[src/rtl/shifter_pipe.sv]
// Pipelined barrel shifter with one shift level per register stage, carry/zero flags,
// sideband tag and a single global stall enable driven by the output handshake.
module shifter_pipe #(
    parameter int WIDTH = 16,
    parameter int TAG_W = 4
) (
    input  logic                     clk,
    input  logic                     rst_n,
    input  logic                     in_valid,
    output logic                     in_ready,
    input  logic [WIDTH-1:0]         in_a,
    input  logic [$clog2(WIDTH)-1:0] in_d,
    input  logic [2:0]               in_op,
    input  logic [TAG_W-1:0]         in_tag,
    output logic                     out_valid,
    input  logic                     out_ready,
    output logic [WIDTH-1:0]         out_res,
    output logic                     out_carry,
    output logic                     out_zero,
    output logic [TAG_W-1:0]         out_tag
);
    localparam int SHW = $clog2(WIDTH);

    localparam logic [2:0] OP_SLL = 3'b000;
    localparam logic [2:0] OP_ROL = 3'b001;
    localparam logic [2:0] OP_SRL = 3'b010;
    localparam logic [2:0] OP_ROR = 3'b011;
    localparam logic [2:0] OP_SRA = 3'b100;

    generate
        if ((WIDTH & (WIDTH - 1)) != 0 || WIDTH < 8 || WIDTH > 64) begin : g_bad_width
            $error("shifter_pipe: WIDTH must be a power of two in 8..64");
        end
    endgenerate

    function automatic logic [WIDTH-1:0] f_level(input logic [WIDTH-1:0] a,
                                                 input logic [2:0] op, input int s);
        logic [WIDTH-1:0] r;
        case (op)
            OP_SLL:  r = a << s;
            OP_ROL:  r = (a << s) | (a >> (WIDTH - s));
            OP_SRL:  r = a >> s;
            OP_ROR:  r = (a >> s) | (a << (WIDTH - s));
            OP_SRA:  r = WIDTH'($signed(a) >>> s);
            default: r = a;
        endcase
        return r;
    endfunction

    logic                             w_en;
    logic [SHW-1:0]                   r_vld;
    logic [SHW-1:0][WIDTH-1:0]        r_data;
    logic [SHW-1:0][SHW-1:0]          r_d;
    logic [SHW-1:0][2:0]              r_op;
    logic [SHW-1:0][TAG_W-1:0]        r_tag;
    logic [SHW-1:0]                   r_carry;
    logic                             r_zero;

    logic [SHW-1:0]                   w_src_vld;
    logic [SHW-1:0][WIDTH-1:0]        w_src_data;
    logic [SHW-1:0][SHW-1:0]          w_src_d;
    logic [SHW-1:0][2:0]              w_src_op;
    logic [SHW-1:0][TAG_W-1:0]        w_src_tag;
    logic [SHW-1:0]                   w_src_carry;
    logic [SHW-1:0][WIDTH-1:0]        w_nxt_data;
    logic [SHW-1:0]                   w_lidx;
    logic [SHW-1:0]                   w_ridx;
    logic                             w_carry0;
    logic                             w_unused;

    assign w_en     = !r_vld[SHW-1] || out_ready;
    assign in_ready = w_en;

    // Left ops lose bit WIDTH-d, i.e. index -d mod WIDTH; right ops lose bit d-1.
    assign w_lidx = -in_d;
    assign w_ridx = in_d - SHW'(1);

    always_comb begin
        w_carry0 = 1'b0;
        if (in_d != '0) begin
            case (in_op)
                OP_SLL, OP_ROL:         w_carry0 = in_a[w_lidx];
                OP_SRL, OP_ROR, OP_SRA: w_carry0 = in_a[w_ridx];
                default:                w_carry0 = 1'b0;
            endcase
        end
    end

    always_comb begin
        w_src_vld      = {r_vld[SHW-2:0], in_valid};
        w_src_data[0]  = in_a;
        w_src_d[0]     = in_d;
        w_src_op[0]    = in_op;
        w_src_tag[0]   = in_tag;
        w_src_carry[0] = w_carry0;
        for (int k = 1; k < SHW; k++) begin
            w_src_data[k]  = r_data[k-1];
            w_src_d[k]     = r_d[k-1];
            w_src_op[k]    = r_op[k-1];
            w_src_tag[k]   = r_tag[k-1];
            w_src_carry[k] = r_carry[k-1];
        end
        for (int k = 0; k < SHW; k++) begin
            w_nxt_data[k] = w_src_d[k][k] ? f_level(w_src_data[k], w_src_op[k], 1 << k)
                                          : w_src_data[k];
        end
    end

    // Whole pipe advances or holds together; bubbles are kept, not squeezed out.
    always_ff @(posedge clk or negedge rst_n) begin
        if (!rst_n) begin
            r_vld   <= '0;
            r_data  <= '0;
            r_d     <= '0;
            r_op    <= '0;
            r_tag   <= '0;
            r_carry <= '0;
            r_zero  <= 1'b0;
        end else if (w_en) begin
            r_vld   <= w_src_vld;
            r_data  <= w_nxt_data;
            r_d     <= w_src_d;
            r_op    <= w_src_op;
            r_tag   <= w_src_tag;
            r_carry <= w_src_carry;
            r_zero  <= (w_nxt_data[SHW-1] == '0);
        end
    end

    assign w_unused  = ^{r_d[SHW-1], r_op[SHW-1]};

    assign out_valid = r_vld[SHW-1];
    assign out_res   = r_data[SHW-1];
    assign out_carry = r_carry[SHW-1];
    assign out_zero  = r_zero;
    assign out_tag   = r_tag[SHW-1];
endmodule

[config.mk]
export PLATFORM = sky130hd
export DESIGN_NAME = shifter_pipe
export DESIGN_NICKNAME = d
export VERILOG_FILES = /design/src/rtl/shifter_pipe.sv
export SDC_FILE = /design/constraint.sdc
export NUM_CORES = 1
export LEC_CHECK = 0
export CORE_MARGIN = 2
export CORE_UTILIZATION = 30
export DETAILED_ROUTE_END_ITERATION = 6
export GPL_TIMING_DRIVEN = 0
export SLEW_MARGIN = 0
export SYNTH_ARGS = -nofsm -noshare
export SYNTH_HDL_FRONTEND = slang
export SYNTH_SLANG_ARGS = --single-unit
[constraint.sdc]
create_clock -name clk -period 4.7 [get_ports clk]
set_input_delay 0.47 -clock clk [delete_from_list [all_inputs] [get_ports clk]]
set_output_delay 0.47 -clock clk [all_outputs]
set_load 0.1 [all_outputs]
### Word-level counts from Yosys, hierarchy flattened

Index checks and enable logic that the tools add are counted.

* add/subtract/negate cells: 2
* order comparisons: 2
* eq/ne operators: 16
* muxes and demuxes: 14
* bitwise logic cells: 7
* reduce and logical (&&, ||, !) cells: 11

Operators with widths (number)
* $pmux W16 S5: 3
* $mux W16: 4
* $pmux W16 S4: 1
* $eq A3 B2 Y1 const B: 8
* $logic_not A16 Y1: 1
* $or A12 B16 Y16: 1
* $or A14 B16 Y16: 1
* $or A15 B16 Y16: 1
* $or A16 B1 Y16: 1
* $or A16 B2 Y16: 1
* $or A16 B4 Y16: 1
* $or A8 B16 Y16: 1
* $eq A3 B1 Y1 const B: 4
* $eq A3 B3 Y1 const B: 4
* $logic_not A3 Y1: 4
* $lt A4 B5 Y1 const B: 2
* $bmux W1 S4: 2
* $neg A4 Y4: 1
* $reduce_bool A4 Y1: 1
* $reduce_or A2 Y1: 2
* $sub A4 B1 Y4 const B: 1
* $mux W1: 3
* $reduce_or A3 Y1: 1
* $pmux W1 S2: 1
* 2 further kinds: 2

* register bits: 110
* input port bits: 31
* logic and storage cells: 69

### Logic depth before layout (Yosys ltp)

* depth in word-level cells: 5
* mapped depth: 9
* mapped depth without buffers: 7

### Worst setup path after synthesis

No wires, ideal clock.

* path kind: reg-to-output
* start: reg r_vld[3]
* end: out in_ready
* data arrival time: 2.305 ns
* path slack: 1.925 ns
* stages on the path, launching flop included: 5
* path buffers: 2
* cell sequence: dfrtp_1 > nor2b_1 > buf_6 > clkinv_1 > clkbuf_1

* longest elaborated chain between the ends: 2

Ends and longest elaborated chain
* start, declared: line 51 `logic [SHW-1:0] r_vld;`
* start signal, assigned: line 120 `r_vld <= w_src_vld;`
* $logic_not A1 Y1: line 71 `assign w_en = !r_vld[SHW-1] || out_ready;`
* $logic_or A1 B1 Y1: line 71
* end, declared: line 10 `output logic in_ready,`

Every way passes these cells.

### Worst setup path in the final report

* start: in out_ready
* end: out in_ready

* longest elaborated chain between the ends: 1

Ends and longest elaborated chain
* start, declared: line 16 `input logic out_ready,`
* $logic_or A1 B1 Y1: line 71

Every way passes these cells.

==> qor.csv <==
stage,metric,value,unit
status,status,"complete, no violations",
floorplan,core box area,19500,sq um
synthesis,Yosys reg bits,104,
cts,cts repair resizes,0,
placement,dpl hpwl,12100,um
power,Cell Pwr Density,707,nW/um^2
sta,final hold vios,0,
sta,final-report max-slew violation count,0,
setup_path,crit path launch,out_ready,
floorplan,Top Ports,55,
layout,Multi-input gate area,2930,sq um
sta,Setup Skew,0.00897,ns
setup_path,Most Frequent Cell on Critical Path,clkdlybuf4s50_1,
floorplan,Initial Util,30.6,%
setup_path,"CP delay by family, top",buffers and inverters,
setup_path,r2r setup slk,2.66,ns
layout,fill cell count,2062,
setup_path,"slowest stage delay, CP",1.04,ns
sta,# setup viols final,0,
route,ANT nets after route,0,
cts,"Clk pin slew, worst setup/hold paths",0.07,ns
synthesis,Post-Syn Instances,748,
setup_path,startpoint class of the critical path,input pin,
setup_path,Buf/Inv on CP,5,
setup_path,Worst path depth,6,
cts,hold buffer count at cts,0,
power,Pleak,2.94,nW
layout,layout cells sized above 1,7.33,%
cts,Longest Clk Path Bufs,2,
sta,Max Freq,278,MHz
grt,number of global-route vias before repair,4946,
grt,grt total ovfl,0,
synthesis,"top cells by area, synth","dfrtp_1 (44%), nand2_1 (13%), o21ai_0 (10%), a21oi_1 (8.1%), mux4_2 (3.4%)",
job,max_cap viols,0,
setup_path,Crit. End Element,output pin,
setup_path,worst path arrival time,3.13,ns
sta,RSZ-0062 raised after global routing,false,
placement,Post-DP Area,6850,sq um
setup_path,CP max stage cell,clkdlybuf4s50_1,
grt,first-pass GRT wire length,26300,um
grt,largest net degree at the start of global routing,72,
grt,Total GRT Usage,16.0,%
cts,Post-CTS Repair Setup Buffers,0,
setup_path,Required @ worst endpoint,4.23,ns
route,# DRC,0,
route,Iteration-0 DRC Markers,374,
synthesis,Synth Warn #,0,
power,largest vdd supply drop,0.000284,V
route,DR vias,5463,
placement,IO Port Bufs,54,
placement,Final GP Congestion,0.917,
setup_path,worst reg2reg path depth,6,
synthesis,async set-reset flop share out of synthesis,100,%
synthesis,post-synthesis sequential area ratio,43.7,%
layout,Antenna Cells,0,
setup_path,worst reg2reg path endpoint,r_data[43],
sta,relative slew slack,34.6,%
synthesis,Post-synth EDFFs,0,
route,drt pass-1 iters,5,
sta,final worst-path cycle share,76.6,%
cts,CTS root buf,clkbuf_16,
synthesis,synth cell count leaders,"nand2_1 (204), o21ai_0 (122), dfrtp_1 (104)",
grt,initial antenna violation count,0,
setup_path,"Cell Chain, Critical Path",clkdlybuf4s50_1 > nor2b_1 > buf_6 > clkinv_1 > clkbuf_1 > clkdlybuf4s50_1,
synthesis,syn nets,781,
cts,number of CTS-inserted buffers,9,
sta,worst slew pin tran,0.978,ns
cts,CTS tree,yes,
setup_path,crit path max fanout,10,
cts,clk_lat worst skew,0.36,ns
route,vias per inst,5.04,
sta,Final min period,3.60,ns
setup_path,crit path to,in_ready,
synthesis,Synth Area per Inst,7.96,sq um
cts,number of H-tree levels,3,
layout,Area Overhead vs Synth,20.2,%
synthesis,most common cell in the netlist,nand2_1,
floorplan,Die ar.,21000,sq um
layout,Reg area,2600,sq um
floorplan,Placement Rows,51,
synthesis,"Primary FF master, synth",dfrtp_1,
setup_path,Crit Path Category,in2out,
layout,final core utilization,36.8,%
layout,NumNets Final,847,
floorplan,Die X,145,um
synthesis,Post-Syn Area,5950,sq um
min_path,HP Class,in2async,
setup_path,worst r2r src,r_vld[3],
route,WL/cell,15.1,um
synthesis,Synth cell types,52,
cts,CTS sink cnt,104,
layout,finished layout cell area,7150,sq um
synthesis,Synth top area share,43.7,%
route,final WL,16300,um
synthesis,top cell type by total area after synthesis,dfrtp_1,
floorplan,die height,145,um
## worst min path at each step
stage	endpoint	slack (ns)	depth (start not counted)
floorplan	out_res[0]	0.17	0
global placement	r_vld[2]	0.44	2
detailed placement	r_vld[2]	0.45	2
CTS	r_data[39]	0.08	1
global route	r_data[20]	0.09	1
finish	r_data[39]	0.07	1
## cells by family (layout without fill, tap and decap cells)
family | Yosys count | count (layout) | share of synthesized area [%]
adder cells (fa/ha/maj) | 2 | 2 | 0.420
flip-flops | 104 | 104 | 43.7
XOR/XNOR | 3 | 3 | 0.442
AND/OR/NAND/NOR | 281 | 281 | 19.9
multiplexers | 11 | 11 | 3.76
AO/OA/AOI/OAI | 263 | 263 | 24.6
buffers and inverters | 84 | 154 | 7.11
## per-layer routing
| layer | vias to the layer above | global-route usage, % | wire (um) | part of all wire (%) |
|---|---|---|---|---|
| met5 | - | 0 | 0 | 0 |
| met4 | 0 | 5.11 | 351 | 2.1 |
| met3 | 28 | 3.85 | 893 | 5.5 |
| met2 | 149 | 24.6 | 7410 | 45 |
| met1 | 2579 | 22.3 | 7690 | 47 |
| li1 | 2707 | - | - | - |
## final cells by class
cell class | instances | area share [%]
multi-input cells | 560 | 40.9
clock inverters | 5 | 0.927
inverters | 7 | 0.367
clock buffers | 10 | 3.34
repair buffers | 55 | 7.90
plain buffers | 77 | 5.54
well taps | 265 | 4.63
flip-flops and latches | 104 | 36.4
## registers in the layout, summed over array words and instances, names as in the netlist
register  cells
out_zero      1
r_tag        12
r_vld         4
out_tag       4
out_res      16
r_data       48
r_carry       4
r_d           6
r_op          9
## layout by cell type (no fill, tap or decap), drive strengths merged, types with 7 or more instances in the layout
cell,n
a21oi,96
nor2,31
inv,7
nand2,204
dfrtp,104
clkdlybuf4s50,53
mux4,9
nand3,7
nand2b,11
buf,29
clkbuf,60
o21ai,123
## through the flow
| step | setup TNS (ns) | hold slack (ns) | power, W | instances | setup slack [ns] |
|---|---|---|---|---|---|
| after global routing | 0 | 0.0950 | 0.00542 | 1083 | 0.964 |
| after global placement | -93.16 | 0.441 | 0.00427 | 1067 | -0.905 |
| after floorplan | 0 | 0.174 | 0.00356 | 748 | 1.92 |
| after detailed placement | 0 | 0.446 | 0.00430 | 1068 | 1.11 |
| after CTS | 0 | 0.0788 | 0.00508 | 1083 | 1.10 |
| final | 0 | 0.0658 | 0.00506 | 1083 | 1.10 |
## where the power goes
group	switching [W]	internal (W)	total, W
registers	0.000387	0.00127	0.00166
clock network	0.000344	0.000430	0.000775
logic	0.00176	0.000868	0.00263
(Power assumes the default switching activity.)
